## src/rtl/round_key_store_dec_pkg.sv

```systemverilog
// round_key_store_dec_pkg
// Shared AES definitions for the decryption round-key store: FSM state
// enumeration, the AES-128 round count and GF(2^8) arithmetic helpers used
// by InvMixColumns.
package round_key_store_dec_pkg;

  localparam int unsigned AES128_NUM_ROUNDS = 10;

  typedef enum logic [1:0] {
    IDLE,
    FILL,
    READY,
    DRAIN
  } rks_state_e;

  // Multiply by x in GF(2^8) modulo x^8+x^4+x^3+x+1.
  function automatic logic [7:0] xtime(input logic [7:0] b);
    return {b[6:0], 1'b0} ^ (b[7] ? 8'h1b : 8'h00);
  endfunction

  function automatic logic [7:0] gf_mul(input logic [7:0] a, input logic [7:0] b);
    logic [7:0] acc;
    logic [7:0] p;
    acc = '0;
    p   = a;
    for (int unsigned i = 0; i < 8; i++) begin
      if (b[i]) acc = acc ^ p;
      p = xtime(p);
    end
    return acc;
  endfunction

endpackage

```

## src/rtl/round_key_store_dec_inv_mix_columns.sv

```systemverilog
// inv_mix_columns_key
// Purely combinational AES InvMixColumns applied to a round key, used to build
// the equivalent-inverse-cipher key schedule. Column c occupies bits
// [BLOCK_LENGTH-1-32c -: 32], byte 0 of the column being the most significant.
// Ports:
//   key_in   input  BLOCK_LENGTH  untransformed round key
//   key_out  output BLOCK_LENGTH  InvMixColumns(key_in)
module inv_mix_columns_key
  import round_key_store_dec_pkg::*;
#(
  parameter int unsigned BLOCK_LENGTH = 128
) (
  input  logic [BLOCK_LENGTH-1:0] key_in,
  output logic [BLOCK_LENGTH-1:0] key_out
);

  localparam int unsigned NUM_COLS = BLOCK_LENGTH / 32;

  function automatic logic [7:0] col_byte(input logic [BLOCK_LENGTH-1:0] k,
                                          input int unsigned c,
                                          input int unsigned i);
    return k[BLOCK_LENGTH-1-32*c-8*i -: 8];
  endfunction

  always_comb begin
    key_out = '0;
    for (int unsigned c = 0; c < NUM_COLS; c++) begin
      for (int unsigned i = 0; i < 4; i++) begin
        key_out[BLOCK_LENGTH-1-32*c-8*i -: 8] =
            gf_mul(8'h0e, col_byte(key_in, c, i))
          ^ gf_mul(8'h0b, col_byte(key_in, c, (i + 1) % 4))
          ^ gf_mul(8'h0d, col_byte(key_in, c, (i + 2) % 4))
          ^ gf_mul(8'h09, col_byte(key_in, c, (i + 3) % 4));
      end
    end
  end

endmodule

```

## src/rtl/round_key_store_dec.sv

```systemverilog
// round_key_store_dec
// Captures a forward AES key schedule from an upstream generator and replays
// it in reverse round order to a decryption datapath.
// Build option: RKS_EQ_INV_CIPHER_EN -- when defined, rounds 1..NUM_ROUNDS-1
// are output through InvMixColumns (equivalent inverse cipher).
// Ports:
//   clk, rst             clock; synchronous active-low reset
//   load, run            start fill / start reverse drain (pulses)
//   gen_en, gen_round    request to upstream generator
//   key_in, key_in_valid upstream key, one cycle after its request
//   key_out, key_out_round, key_out_valid, key_out_ready  downstream handshake
//   sched_ready          complete schedule stored, idle
//   done                 pulse after round 0 accepted downstream
module round_key_store_dec
  import round_key_store_dec_pkg::*;
#(
  parameter int unsigned BLOCK_LENGTH = 128,
  parameter int unsigned NUM_ROUNDS   = AES128_NUM_ROUNDS
) (
  input  logic                    clk,
  input  logic                    rst,
  input  logic                    load,
  input  logic                    run,
  output logic                    gen_en,
  output logic [3:0]              gen_round,
  input  logic [BLOCK_LENGTH-1:0] key_in,
  input  logic                    key_in_valid,
  output logic [BLOCK_LENGTH-1:0] key_out,
  output logic [3:0]              key_out_round,
  output logic                    key_out_valid,
  input  logic                    key_out_ready,
  output logic                    sched_ready,
  output logic                    done
);

  localparam logic [3:0] LAST = 4'(NUM_ROUNDS);

  rks_state_e state, state_nxt;

  logic [3:0] wr_idx;
  logic [3:0] rd_idx;
  logic [3:0] iss_idx;
  logic       iss_done;

  logic [BLOCK_LENGTH-1:0] slots [NUM_ROUNDS+1];
  logic [BLOCK_LENGTH-1:0] slot_rd;
  logic [BLOCK_LENGTH-1:0] key_sel;

  logic capture;
  logic accept;

  assign capture = (state == FILL) && key_in_valid;
  assign accept  = (state == DRAIN) && key_out_ready;

  always_comb begin
    state_nxt = state;
    case (state)
      IDLE:  if (load) state_nxt = FILL;
      FILL:  if (capture && wr_idx == LAST) state_nxt = READY;
      READY: begin
        if (load)     state_nxt = FILL;
        else if (run) state_nxt = DRAIN;
      end
      DRAIN: if (accept && rd_idx == '0) state_nxt = READY;
      default: state_nxt = IDLE;
    endcase
  end

  always_ff @(posedge clk) begin
    if (!rst) begin
      state    <= IDLE;
      wr_idx   <= '0;
      rd_idx   <= '0;
      iss_idx  <= '0;
      iss_done <= 1'b0;
      done     <= 1'b0;
    end else begin
      state <= state_nxt;
      done  <= accept && (rd_idx == '0);

      if (state != FILL && state_nxt == FILL) begin
        wr_idx   <= '0;
        iss_idx  <= '0;
        iss_done <= 1'b0;
      end else if (state == FILL) begin
        // Issue and capture run independently: capture lags issue by the
        // generator latency, so iss_idx and wr_idx are separate counters.
        if (gen_en) begin
          if (iss_idx == LAST) iss_done <= 1'b1;
          else                 iss_idx  <= iss_idx + 4'd1;
        end
        if (capture && wr_idx != LAST) wr_idx <= wr_idx + 4'd1;
      end

      if (state == READY && state_nxt == DRAIN)
        rd_idx <= LAST;
      else if (accept && rd_idx != '0)
        rd_idx <= rd_idx - 4'd1;
    end
  end

  // Storage is not reset; validity is tracked by the FSM alone.
  always_ff @(posedge clk) begin
    if (rst && capture) slots[wr_idx] <= key_in;
  end

  assign slot_rd = slots[rd_idx];

`ifdef RKS_EQ_INV_CIPHER_EN
  logic [BLOCK_LENGTH-1:0] slot_imc;

  inv_mix_columns_key #(.BLOCK_LENGTH(BLOCK_LENGTH)) u_imc (
    .key_in  (slot_rd),
    .key_out (slot_imc)
  );

  assign key_sel = (rd_idx != '0 && rd_idx != LAST) ? slot_imc : slot_rd;
`else
  assign key_sel = slot_rd;
`endif

  always_comb begin
    gen_en        = 1'b0;
    gen_round     = '0;
    key_out_valid = 1'b0;
    key_out_round = '0;
    key_out       = '0;
    sched_ready   = 1'b0;
    case (state)
      FILL: begin
        gen_en    = !iss_done;
        gen_round = iss_done ? 4'd0 : iss_idx;
      end
      READY: sched_ready = 1'b1;
      DRAIN: begin
        key_out_valid = 1'b1;
        key_out_round = rd_idx;
        key_out       = key_sel;
      end
      default: ;
    endcase
  end

endmodule

```

## config.mk

```make
export PLATFORM = sky130hd
export DESIGN_NAME = round_key_store_dec
export DESIGN_NICKNAME = d
export VERILOG_FILES = /design/src/rtl/round_key_store_dec_pkg.sv /design/src/rtl/round_key_store_dec_inv_mix_columns.sv /design/src/rtl/round_key_store_dec.sv
export SDC_FILE = /design/constraint.sdc
export NUM_CORES = 1
export LEC_CHECK = 0
export BUFFER_PORTS_ARGS = -buffer_cell sky130_fd_sc_hd__buf_2
export CORE_MARGIN = 2
export CORE_UTILIZATION = 40
export DETAILED_ROUTE_END_ITERATION = 16
export GPL_TIMING_DRIVEN = 0
export PLACE_DENSITY_LB_ADDON = 0.25
export SETUP_SLACK_MARGIN = 0.1
export SLEW_MARGIN = 20
export SYNTH_ARGS = -nofsm -noshare
export SYNTH_HDL_FRONTEND = slang
export SYNTH_SLANG_ARGS = --single-unit
```

## constraint.sdc

```tcl
create_clock -name clk -period 7.84 [get_ports clk]
set_input_delay 1.176 -clock clk [delete_from_list [all_inputs] [get_ports clk]]
set_output_delay 1.176 -clock clk [all_outputs]
set_load 0.02 [all_outputs]
```

==> impl_metrics.env, run 1 <==
export IMPL_outcome="complete, no violations"
export IMPL_die_h_um=373.7
export IMPL_first_pass_iters=5
export IMPL_syn_nets=2915
export IMPL_drtIter0Drc=2318
export IMPL_synth_distinct_cells=42
export IMPL_synth_area_mm2=0.05468
export IMPL_rows=135
export IMPL_report_final_hold_viol_count=0
export IMPL_end_kind="output port"
export IMPL_swShare=0.1989
export IMPL_syn_avg_cell_area_um2=19.71
export IMPL_critPathRequiredTime_ns=6.66
export IMPL_die_width_um=373.7
export IMPL_track_usage=0.2020
export IMPL_clk_pin_slew_ns=0.06
export IMPL_worst_slew_pin_slew_ns=0.9398
export IMPL_synth_warnings=0
export IMPL_worstSetupStartpointType="register"
export IMPL_placed_cells=4911
export IMPL_max_slew_margin_rel=0.3734
export IMPL_hpwlAfterDp_um=93040
export IMPL_slowest_stage="a211oi_1"
export IMPL_fillerInstances=11296
export IMPL_critPathBufInv=5
export IMPL_drive_above_1_share=0.2360
export IMPL_final_cell_mix="1408 x edfxtp_1, 385 x mux2i_1, 343 x buf_2, 152 x clkbuf_16, 142 x nand2_1"
export IMPL_yosysSeqAreaShare=0.7791
export IMPL_synth_edf_count=1408
export IMPL_drv_slew=0
export IMPL_min_period_over_period=0.6691
export IMPL_grt_max_degree=36
export IMPL_syn_inst=2774
export IMPL_synth_top_area_frac=0.7732
export IMPL_fin_skew_ns=0.02406
export IMPL_vias_per_cell=5.527
export IMPL_p_comb_frac=0.013
export IMPL_layout_commonest_cell="edfxtp_1"
export IMPL_critPathKind="reg -> out"
export IMPL_power_internal_mw=12.18
export IMPL_cts_made_buffers=149
export IMPL_die_area_mm2=0.1397
export IMPL_start_util=0.4031
export IMPL_peakVddDrop_v=0.0001679
export IMPL_drc=0
export IMPL_async_reset_ff_frac=0
export IMPL_grt_first_pass_wirelength_um=203100
export IMPL_worst_skew_pair_late_latency_ns=0.78
export IMPL_antenna_found_initial=39
export IMPL_synth_area_leaders="edfxtp_1 77%, mux2i_1 7.0%, mux4_2 5.3%"
export IMPL_period_needed_ns=5.245
export IMPL_power_leakage_nw=20.02
export IMPL_multi_input_area_mm2=0.01127
export IMPL_hp_class="reg -> reg"
export IMPL_seqPwrFrac=0.552
export IMPL_ctsHoldBuffers=0
export IMPL_power_switching_mw=3.024
export IMPL_cp_arrival_ns=4.07
export IMPL_yosys_area_top_type="edfxtp_1"
export IMPL_core_area_mm2=0.1356
export IMPL_vias=28686
export IMPL_synth_seq_cells=1424
export IMPL_finalNetCount=3422
export IMPL_ant_nets=0
export IMPL_crit_top_cell="buf_2"
export IMPL_fin_total_pwr_mw=15.20
export IMPL_regArea_mm2=0.04260
export IMPL_port_buffers=273
export IMPL_crit_chain="buf_2, inv_2, buf_2, clkbuf_1, nand2_1, o21ai_0, a211oi_1, buf_2"
export IMPL_overflow=0
export IMPL_cp_top_family="buffers and inverters"
export IMPL_cts_max_level=4
export IMPL_syn2layout_area_growth_pct=18.70
export IMPL_slowest_delay_ns=0.68
export IMPL_cts_repair_resized=0
export IMPL_clock_path_buffers=3
export IMPL_clock_sinks=1424
export IMPL_dpl_cell_area_mm2=0.06034
export IMPL_synth_ff_type="edfxtp_1"
export IMPL_final_design_area_no_fill_mm2=0.06491
export IMPL_cts_tree="done"
export IMPL_clock_root_buffer="clkbuf_16"
export IMPL_fmax_ghz=0.1906
export IMPL_wl_per_cell_um=27.52
export IMPL_fin_util=0.4785
export IMPL_p_clk_frac=0.436
export IMPL_first_global_vias=29046
export IMPL_post_cts_buffers=0
export IMPL_cellPowerDensity_mw_per_mm2=234.2
export IMPL_setup_violations=0
export IMPL_rsz0062_at_grt="false"
export IMPL_wirelength_um=142800
export IMPL_path_max_fanout=10
export IMPL_max_cap_viol_count=0
export IMPL_ios=274
export IMPL_gp_congestion=0.7312
export IMPL_layoutNonFillerInstCount=5190
-- metrics by stage --
stage                     setup TNS [ns]  hold slack [ns]  setup WS, ns
after detailed placement               0           0.4905         3.401
after floorplan                        0           0.4570        0.2300
after global placement          -7797.61           0.4723        -6.455
after global routing                   0           0.5461         2.482
after CTS                              0           0.5068         2.545
final                                  0           0.5049         2.595
-- routing by layer --
layer,up-vias,GRT usage,share of wire,routed length (um)
met5,-,0,0.00074,105
li1,12605,-,-,-
met1,14879,0.2734,0.42,60460
met4,20,0.06951,0.028,4002
met3,241,0.04644,0.072,10270
met2,941,0.3220,0.48,68000
-- Yosys cell counts (3+ instances only) --
master and count:
buf_1 11, inv_1 6, o21ai_0 27, o221ai_1 128, dfxtp_1 16, mux2i_1 385
clkbuf_1 87, buf_6 3, a21oi_1 35, o21ai_1 5, a32o_1 96, xnor2_1 4
xor2_1 4, nor2_1 29, ha_1 7, mux4_2 128, buf_4 15, buf_2 70
nand2_1 142, nor2b_1 3, a21boi_0 3, nand4_1 4, nand3_1 3, edfxtp_1 1408
and2_1 5, a211oi_1 33, o211ai_1 96
-- cell type report --
type | instances | share of cell area
Antenna cell | 11 | 0.0004241
Buffer | 186 | 0.01334
Clock buffer | 186 | 0.06088
Clock inverter | 82 | 0.009099
Inverter | 8 | 0.0004626
Multi-Input combinational cell | 1156 | 0.1736
Sequential cell | 1424 | 0.6563
Tap cell | 1781 | 0.03433
Timing Repair Buffer | 356 | 0.05151
-- path summary, 6_finish.rpt --
check	start	endpoint	slack, ns	cells past startpoint
worst max-delay path	rd_idx[1]$_SDFFE_PN0P_	key_out[4]	2.59	8
worst min register to register	iss_idx[2]$_SDFFE_PP0P_	iss_idx[2]$_SDFFE_PP0P_	0.50	2
worst min-delay path	iss_idx[2]$_SDFFE_PP0P_	iss_idx[2]$_SDFFE_PP0P_	0.50	2
worst max register to register	rd_idx[1]$_SDFFE_PN0P_	rd_idx[1]$_SDFFE_PN0P_	4.55	8
-- power by group through the flow --
stage	sequential [mW]	clock, mW	combinational, mW
4_1_cts	8.39	6.75	0.192
2_1_floorplan	8.56	0	0.0373
5_1_grt	8.39	7.03	0.211
3_5_place_dp	8.55	0	0.191
3_3_place_gp	8.56	0	0.170
6_report	8.39	6.62	0.192
-- cell families (layout without fill, tap and decap cells) --
| group | Yosys count | in the layout | share of synthesized area |
|---|---|---|---|
| xor+xnor | 8 | 8 | 0.001281 |
| mux | 514 | 514 | 0.1234 |
| compound gates | 428 | 428 | 0.06318 |
| other cells | 0 | 11 | 0 |
| simple gates | 199 | 199 | 0.01508 |
| fa+ha+maj | 7 | 7 | 0.001602 |
| flops | 1424 | 1424 | 0.7791 |
| buf+inv | 194 | 818 | 0.01636 |
-- flip-flops by register name (all words and copies together), names as in the netlist --
register	count
state	2
iss_done	1
done	1
wr_idx	4
rd_idx	4
slots	1408
iss_idx	4
-- worst min-delay path, delay by kind of cell, from the launching register on --
kind	cells	cell delay (ns)
AO/OA/AOI/OAI	1	0.06
flip-flops	1	0.33
AND/OR/NAND/NOR	1	0.07
No activity file was read; power rests on OpenSTA's default activity.
==> run 2: changes to the inputs <==
clock period = 5.4 ns   (was 7.84 ns; I/O delays follow)
==> run 2 against run 1 <==
Net effect:
- first-iteration DRC count grew 21%
- sequential power grew 45%
- non-clock buffer count shrank 1
- clock skew grew 0.0029 ns
- sequential share of layout area shrank 0.31 points
- global-route usage grew 0.086 points
- setup slack lost 2.2 ns
- critical endpoint is now key_out[1]
==> impl_metrics.env, run 2 (synthesis gave the netlist of run 1 again) <==
export IMPL_cts_max_level=4
export IMPL_path_max_fanout=10
export IMPL_cts_made_buffers=147
export IMPL_gp_congestion=0.7346
export IMPL_syn2layout_area_growth_pct=19.26
export IMPL_vias=28691
export IMPL_finalNetCount=3419
export IMPL_vias_per_cell=5.526
export IMPL_ctsHoldBuffers=0
export IMPL_worstSetupStartpointType="register"
export IMPL_clk_pin_slew_ns=0.06
export IMPL_port_buffers=273
export IMPL_critPathBufInv=5
export IMPL_fmax_ghz=0.1979
export IMPL_slowest_stage="a211oi_1"
export IMPL_ios=274
export IMPL_drive_above_1_share=0.2345
export IMPL_period_needed_ns=5.053
export IMPL_rsz0062_at_grt="false"
export IMPL_clock_path_buffers=3
export IMPL_antenna_found_initial=38
export IMPL_fin_skew_ns=0.02698
export IMPL_slowest_delay_ns=0.75
export IMPL_drv_slew=0
export IMPL_worst_skew_pair_late_latency_ns=0.79
export IMPL_cp_top_family="buffers and inverters"
export IMPL_cellPowerDensity_mw_per_mm2=349.1
export IMPL_min_period_over_period=0.9358
export IMPL_fin_total_pwr_mw=22.77
export IMPL_die_area_mm2=0.1397
export IMPL_wl_per_cell_um=27.48
export IMPL_first_pass_iters=6
export IMPL_placed_cells=4910
export IMPL_post_cts_buffers=0
export IMPL_power_leakage_nw=20.13
export IMPL_cts_tree="done"
export IMPL_peakVddDrop_v=0.0002487
export IMPL_crit_top_cell="buf_2"
export IMPL_die_h_um=373.7
export IMPL_die_width_um=373.7
export IMPL_layoutNonFillerInstCount=5192
export IMPL_end_kind="output port"
export IMPL_first_global_vias=29259
export IMPL_worst_slew_pin_slew_ns=1.070
export IMPL_max_slew_margin_rel=0.2868
export IMPL_drtIter0Drc=2810
export IMPL_crit_chain="buf_2, inv_2, buf_2, clkbuf_1, nand2_1, o21ai_1, a211oi_1, buf_2"
export IMPL_fin_util=0.4808
export IMPL_clock_sinks=1424
export IMPL_cp_arrival_ns=4.24
export IMPL_setup_violations=0
export IMPL_grt_first_pass_wirelength_um=204100
export IMPL_critPathRequiredTime_ns=4.59
export IMPL_regMostFlops="slots"
export IMPL_drc=0
export IMPL_max_cap_viol_count=0
export IMPL_track_usage=0.2029
export IMPL_final_cell_mix="1408 x edfxtp_1, 385 x mux2i_1, 343 x buf_2, 148 x clkbuf_16, 142 x nand2_1"
export IMPL_hp_class="in -> reg"
export IMPL_outcome="complete, no violations"
export IMPL_rows=135
export IMPL_ant_nets=0
export IMPL_core_area_mm2=0.1356
export IMPL_wirelength_um=142700
export IMPL_grt_max_degree=38
export IMPL_largest_reg_flops=1408
export IMPL_report_final_hold_viol_count=0
export IMPL_clock_root_buffer="clkbuf_16"
export IMPL_start_util=0.4031
export IMPL_critPathKind="reg -> out"
export IMPL_overflow=0
export IMPL_hpwlAfterDp_um=92610
export IMPL_cts_repair_resized=0
export IMPL_layout_commonest_cell="edfxtp_1"
export IMPL_fillerInstances=11213
run 2: path summary, 6_finish.rpt:
| path | start | to | slack [ns] | cells past startpoint |
|---|---|---|---|---|
| max | rd_idx[1]$_SDFFE_PN0P_ | key_out[1] | 0.35 | 8 |
| min | rst | rd_idx[3]$_SDFFE_PN0P_ | 0.33 | 2 |
| max reg2reg | rd_idx[1]$_SDFFE_PN0P_ | rd_idx[1]$_SDFFE_PN0P_ | 2.06 | 8 |
| min reg2reg | iss_idx[2]$_SDFFE_PP0P_ | iss_idx[2]$_SDFFE_PP0P_ | 0.50 | 2 |
run 2: metal layers:
layer  vias up  global-route usage  wire length (um)
met2       930              0.3210             68070
met5         -                   0               138
met1     14919              0.2783             60470
met4        22             0.06745              3648
li1      12604                   -                 -
met3       216             0.04529             10350
run 2: final cells by class:
type	count	area, um^2	area share
Antenna cell	13	32.53	0.0004988
Buffer	186	865.8	0.01328
Clock buffer	180	3824	0.05863
Clock inverter	89	1091	0.01673
Inverter	8	30.03	0.0004605
Multi-Input combinational cell	1156	11270	0.1728
Sequential cell	1424	42600	0.6533
Tap cell	1781	2228	0.03417
Timing Repair Buffer	355	3271	0.05015
run 2: per-stage QoR:
step	setup slack [ns]	TNS (ns)	area (um^2)	hold WS [ns]
finish	0.3466	0	65210	0.3293
global route	0.2971	0	65200	0.3026
CTS	0.3743	0	65180	0.2576
detailed placement	1.270	0	60270	0.4927
global placement	-8.514	-6598.76	58290	0.4731
floorplan	-1.839	-706.15	54700	0.4570
run 2: power by group:
group          internal, mW  switching (mW)  total [mW]
combinational        0.0742           0.202       0.276
sequential             12.2         0.00796        12.2
clock                  6.04            4.27        10.3
total                  18.3            4.48        22.8
